<file path="config.mk">
export PLATFORM = sky130hd
export DESIGN_NAME = interrupt_dispatcher
export DESIGN_NICKNAME = d
export VERILOG_FILES = /design/src/rtl/intd_pkg.sv /design/src/rtl/intd_timeout_cnt.sv /design/src/rtl/interrupt_dispatcher.sv
export SDC_FILE = /design/constraint.sdc
export NUM_CORES = 1
export LEC_CHECK = 0
export BUFFER_PORTS_ARGS = -buffer_cell sky130_fd_sc_hd__buf_4
export CAP_MARGIN = 25
export CORE_MARGIN = 3
export CORE_UTILIZATION = 54
export CTS_CLUSTER_DIAMETER = 100
export CTS_CLUSTER_SIZE = 10
export DETAILED_ROUTE_END_ITERATION = 7
export PLACE_DENSITY = 0.79
export SLEW_MARGIN = 20
export SYNTH_ARGS = -nofsm -noshare
export SYNTH_HDL_FRONTEND = slang
export SYNTH_SLANG_ARGS = --single-unit
</file>
<file path="constraint.sdc">
create_clock -name clk -period 3.8 [get_ports clk]
set_input_delay 0.19 -clock clk [delete_from_list [all_inputs] [get_ports clk]]
set_output_delay 0.19 -clock clk [all_outputs]
set_load 0.005 [all_outputs]
</file>
<file path="src/rtl/intd_pkg.sv">
// Shared types, defaults and decode helper for interrupt_dispatcher.
package intd_pkg;

  localparam int INTD_ID_W    = 2;
  localparam int INTD_NUM_IRQ = 1 << INTD_ID_W;

  typedef enum logic [1:0] {
    ST_IDLE    = 2'd0,
    ST_REQ     = 2'd1,
    ST_SERVICE = 2'd2
  } intd_state_t;

  // One bit of a one-hot decode; callers loop over the line index.
  function automatic logic intd_onehot_bit(input int id, input int idx);
    return (id == idx);
  endfunction

endpackage

</file>
<file path="src/rtl/intd_timeout_cnt.sv">
// Saturating acknowledge-timeout counter; o_tc is high while enabled at ACK_TIMEOUT-1.
module intd_timeout_cnt #(
  parameter int ACK_TIMEOUT = 255
) (
  input  logic clk,
  input  logic rst,
  input  logic i_clr,
  input  logic i_en,
  output logic o_tc
);

  localparam logic [7:0] LP_TC = 8'(ACK_TIMEOUT - 1);

  logic [7:0] r_cnt;

  always_ff @(posedge clk) begin
    if (rst || i_clr) begin
      r_cnt <= '0;
    end else if (i_en && (r_cnt != LP_TC)) begin
      r_cnt <= r_cnt + 8'd1;
    end
  end

  assign o_tc = i_en && (r_cnt == LP_TC);

endmodule

</file>
<file path="src/rtl/interrupt_dispatcher.sv">
// Registers the priority encoder winner into an irq_req/irq_ack/EOI handshake with one-hot pending clear.
// Optional single-level preemption when INTD_NEST_EN is defined.
module interrupt_dispatcher
  import intd_pkg::*;
#(
  parameter int NUM_IRQ     = INTD_NUM_IRQ,
  parameter int ID_W        = INTD_ID_W,
  parameter int ACK_TIMEOUT = 255
) (
  input  logic               clk,
  input  logic               rst,
  input  logic               valid_in,
  input  logic [ID_W-1:0]    y_in,
  input  logic               irq_ack,
  input  logic               irq_eoi,
  output logic               irq_req,
  output logic [ID_W-1:0]    irq_id,
  output logic [NUM_IRQ-1:0] irq_clr,
  output logic               in_service,
  output logic               timeout
);

  intd_state_t        r_state;
  logic               r_irq_req;
  logic [ID_W-1:0]    r_irq_id;
  logic [NUM_IRQ-1:0] r_irq_clr;
  logic               r_in_service;
  logic               r_timeout;

  intd_state_t        w_state_nxt;
  logic               w_req_nxt;
  logic [ID_W-1:0]    w_id_nxt;
  logic [NUM_IRQ-1:0] w_clr_nxt;
  logic               w_svc_nxt;
  logic               w_to_nxt;
  logic [NUM_IRQ-1:0] w_onehot;
  logic               w_tc;
  logic               w_cnt_en;
  logic               w_cnt_clr;

`ifdef INTD_NEST_EN
  logic               r_nested;
  logic [ID_W-1:0]    r_stack_id;
  logic               w_nested_nxt;
  logic [ID_W-1:0]    w_stack_nxt;
`endif

  assign w_cnt_en  = (r_state == ST_REQ);
  assign w_cnt_clr = (r_state != ST_REQ) || irq_ack || w_tc;

  intd_timeout_cnt #(
    .ACK_TIMEOUT(ACK_TIMEOUT)
  ) u_timeout_cnt (
    .clk  (clk),
    .rst  (rst),
    .i_clr(w_cnt_clr),
    .i_en (w_cnt_en),
    .o_tc (w_tc)
  );

  always_comb begin
    w_onehot = '0;
    for (int i = 0; i < NUM_IRQ; i++) begin
      w_onehot[i] = intd_onehot_bit(int'(r_irq_id), i);
    end
  end

  always_comb begin
    w_state_nxt = r_state;
    w_req_nxt   = r_irq_req;
    w_id_nxt    = r_irq_id;
    w_clr_nxt   = '0;
    w_svc_nxt   = r_in_service;
    w_to_nxt    = 1'b0;
`ifdef INTD_NEST_EN
    w_nested_nxt = r_nested;
    w_stack_nxt  = r_stack_id;
`endif
    case (r_state)
      ST_IDLE: begin
        if (valid_in) begin
          w_id_nxt    = y_in;
          w_req_nxt   = 1'b1;
          w_state_nxt = ST_REQ;
        end
      end
      ST_REQ: begin
        // Ack wins over a timeout landing in the same cycle; EOI is never looked at here.
        if (irq_ack) begin
          w_req_nxt   = 1'b0;
          w_clr_nxt   = w_onehot;
          w_svc_nxt   = 1'b1;
          w_state_nxt = ST_SERVICE;
        end else if (w_tc) begin
          w_req_nxt   = 1'b0;
          w_to_nxt    = 1'b1;
          w_state_nxt = ST_IDLE;
`ifdef INTD_NEST_EN
          if (r_nested) begin
            w_id_nxt     = r_stack_id;
            w_nested_nxt = 1'b0;
            w_state_nxt  = ST_SERVICE;
          end
`endif
        end
      end
      ST_SERVICE: begin
        if (irq_eoi) begin
          w_svc_nxt   = 1'b0;
          w_state_nxt = ST_IDLE;
`ifdef INTD_NEST_EN
          if (r_nested) begin
            w_svc_nxt    = 1'b1;
            w_id_nxt     = r_stack_id;
            w_nested_nxt = 1'b0;
            w_state_nxt  = ST_SERVICE;
          end
        end else if (!r_nested && valid_in && (y_in < r_irq_id)) begin
          w_stack_nxt  = r_irq_id;
          w_id_nxt     = y_in;
          w_req_nxt    = 1'b1;
          w_nested_nxt = 1'b1;
          w_state_nxt  = ST_REQ;
`endif
        end
      end
      default: begin
        w_state_nxt = ST_IDLE;
      end
    endcase
  end

  always_ff @(posedge clk) begin
    if (rst) begin
      r_state      <= ST_IDLE;
      r_irq_req    <= 1'b0;
      r_irq_id     <= '0;
      r_irq_clr    <= '0;
      r_in_service <= 1'b0;
      r_timeout    <= 1'b0;
    end else begin
      r_state      <= w_state_nxt;
      r_irq_req    <= w_req_nxt;
      r_irq_id     <= w_id_nxt;
      r_irq_clr    <= w_clr_nxt;
      r_in_service <= w_svc_nxt;
      r_timeout    <= w_to_nxt;
    end
  end

`ifdef INTD_NEST_EN
  always_ff @(posedge clk) begin
    if (rst) begin
      r_nested   <= 1'b0;
      r_stack_id <= '0;
    end else begin
      r_nested   <= w_nested_nxt;
      r_stack_id <= w_stack_nxt;
    end
  end
`endif

  assign irq_req    = r_irq_req;
  assign irq_id     = r_irq_id;
  assign irq_clr    = r_irq_clr;
  assign in_service = r_in_service;
  assign timeout    = r_timeout;

endmodule

</file>
==> impl_metrics.yaml <==
status:
  status: "complete, no violations"
floorplan:
  die_h_um: 43.5
  io_pins: 16
  start_util_pct: 63.1
  fp.dieArea_sq_mm: 0.00189
  core_area_sq_mm: 0.00120
  rows: 12
  die_x_um: 43.5
cells_and_area:
  layout_commonest_cell: "dfxtp_1"
  n_antenna_cell: 0
  drive_gt1_share_pct: 23.0
  multi_input_area_sq_um: 362
  final_util_pct: 75.4
  nets: 110
  seqCellArea_sq_um: 380
  final_area_sq_um: 906
  layout.cells.most_common_list: "dfxtp_1 (19), nor2_1 (16), buf_4 (15)"
  fillers: 109
  syn_to_final_growth_pct: 19.5
clocking:
  clk_pin_slew_ps: 90
  cts-root-buf: "clkbuf_4"
  clock_latency_ps: 290
  cts_made_buffers: 3
  post_cts_buffers: 0
  clock-sinks: 19
  hold_buffers: 0
  cts_tree: "done"
  cts_buffer_depth: 2
  cts-resized-gates: 0
  htreeDepth: 1
sta:
  finalHoldViolCount: 0
  layout_min_cycle_time_ps: 1650
  setup_viol: 0
  slew_violations: 0
  rsz0062_at_grt: "false"
  finalSetupTns_ps: 0
  worst_pin_slew_ps: 681
  fmaxAchievable_mhz: 608
  relSlewSlack_pct: 54.4
  skew_ps: 4.50
  period_share_pct: 43.3
placement:
  routabilityCongestion: 0.771
  portBuffers: 15
  place_hpwl_mm: 1.09
  placed_area_sq_um: 880
critical_path:
  worst_setup_path_end_kind: "flip-flop"
  crit_arrival_ps: 1860
  cp_data_required_time_ps: 4020
  cp_slowest_cell: "or4_4"
  cpPeakStageDelay_ps: 530
  start_kind: "flip-flop"
  crit_chain: "inv_1 > ha_1 > nand3_1 > o21ai_2 > or4_4 > a21oi_2"
  crit_fanout: 5
  path_class: "reg2reg"
logic_synthesis:
  ys_ff_latch: 19
  synth.cell_area_sq_um: 758
  synth_cells: 83
  synth_nets: 92
  synth_area_leader_cell: "dfxtp_1"
  yosysTopAreaCellShare_pct: 50.2
  synth.top_cells.by_area: "dfxtp_1 (50%), nor2_1 (7.9%), a21oi_1 (4.6%)"
  ys_seq_area_share_pct: 50.2
  yosysWarnings: 0
  syn-mean-instance-area_sq_um: 9.14
  ys_types: 28
detailed_routing:
  totalWireLength_mm: 1.38
  ant_nets: 0
  via_count: 616
  via_per_inst: 5.40
  drtPass1Iterations: 4
  drt_iter0_drc: 11
  wire_per_inst_um: 12.1
  drc: 0
global_routing:
  grtUsageTotal_pct: 16.8
  grt_pass1_wl_mm: 2.34
  grt_pass1_vias: 550
  grt_max_degree: 11
  antenna_found_initial: 0
  grt_overflow_total: 0
power:
  p_leak_nw: 0.359
  peakVddDrop_uv: 286
  powerDensity_mw_per_mm2: 372
  p_total_uw: 337
job:
  maxCapViolCount: 0
worst_hold_path:
  hp-class: "in2reg"
## flip-flops by register name, indices dropped and copies added (netlist names)
signal,count
irq_clr,4
irq_req,1
timeout,1
irq_id,2
in_service,1
r_state,2
u_timeout_cnt.r_cnt,8
## worst max-delay path: cells and delay by family, from the launching register on
family	cells	cell delay (ps)
buffers and inverters	1	60
flip-flops	1	380
adder cells (fa/ha/maj)	1	190
AND/OR/NAND/NOR	2	700
AO/OA/AOI/OAI	2	250
## layout make-up
type                            instances  share of cell area [%]
Multi-Input combinational cell         60                    39.9
Tap cell                               14                    1.93
Inverter                                2                   0.829
Timing Repair Buffer                   15                    12.4
Clock buffer                            4                    2.90
Sequential cell                        19                    42.0
## metal layers
metal,wire length [um],part of all wire [%],track usage [%],up-vias
met1,663,48,21.0,272
met3,92,6.7,7.88,2
met5,0,0,0,-
met4,10,0.73,3.61,0
li1,-,-,-,324
met2,608,44,26.5,18
## where the power goes
part	internal [mW]	switching, mW	total, mW
logic	0.0175	0.0149	0.0323
registers	0.205	0.00592	0.211
clock network	0.0408	0.0533	0.0942
## worst paths after layout
kind                            end  slack [ps]  cells after the start              startpoint
max          u_timeout_cnt.r_cnt[7]        2150                      6  u_timeout_cnt.r_cnt[0]
min                      r_state[1]         130                      2                     rst
max reg2reg  u_timeout_cnt.r_cnt[7]        2150                      6  u_timeout_cnt.r_cnt[0]
min reg2reg  u_timeout_cnt.r_cnt[0]         470                      1  u_timeout_cnt.r_cnt[0]
## stage by stage
stage	worst slack [ps]	hold WS, ps	instances
3_3_place_gp	2260	430	110
2_1_floorplan	2290	337	83
4_1_cts	2150	124	114
6_report	2150	129	114
5_1_grt	2050	120	114
3_5_place_dp	2180	439	110
## cell usage after synthesis
library cell / number
or4_4: 1
dfxtp_1: 19
nand3_1: 2
a21oi_1: 7
nand2b_1: 2
nor4_1: 1
nor4b_1: 1
a21oi_2: 1
o31ai_1: 1
inv_1: 2
nor3b_1: 1
nor2b_4: 1
xor2_1: 2
or3_1: 3
nand4_1: 1
clkbuf_1: 1
nand2_1: 4
nor3_1: 1
nor2_1: 16
a211oi_1: 1
ha_1: 2
o211ai_1: 3
and3_1: 2
mux2i_1: 2
or2_2: 1
o21ai_2: 1
o21ai_0: 3
clkbuf_2: 1
## cells by family (layout without fill, tap and decap cells)
family	after synthesis	count (layout)	synth area share (%)
AO/OA/AOI/OAI	17	17	13.9
XOR/XNOR	2	2	2.31
adder cells (fa/ha/maj)	2	2	3.30
buffers and inverters	4	21	2.14
flip-flops	19	19	50.2
multiplexers	2	2	2.64
AND/OR/NAND/NOR	37	37	25.6
Power figures use the tool's default switching activity.
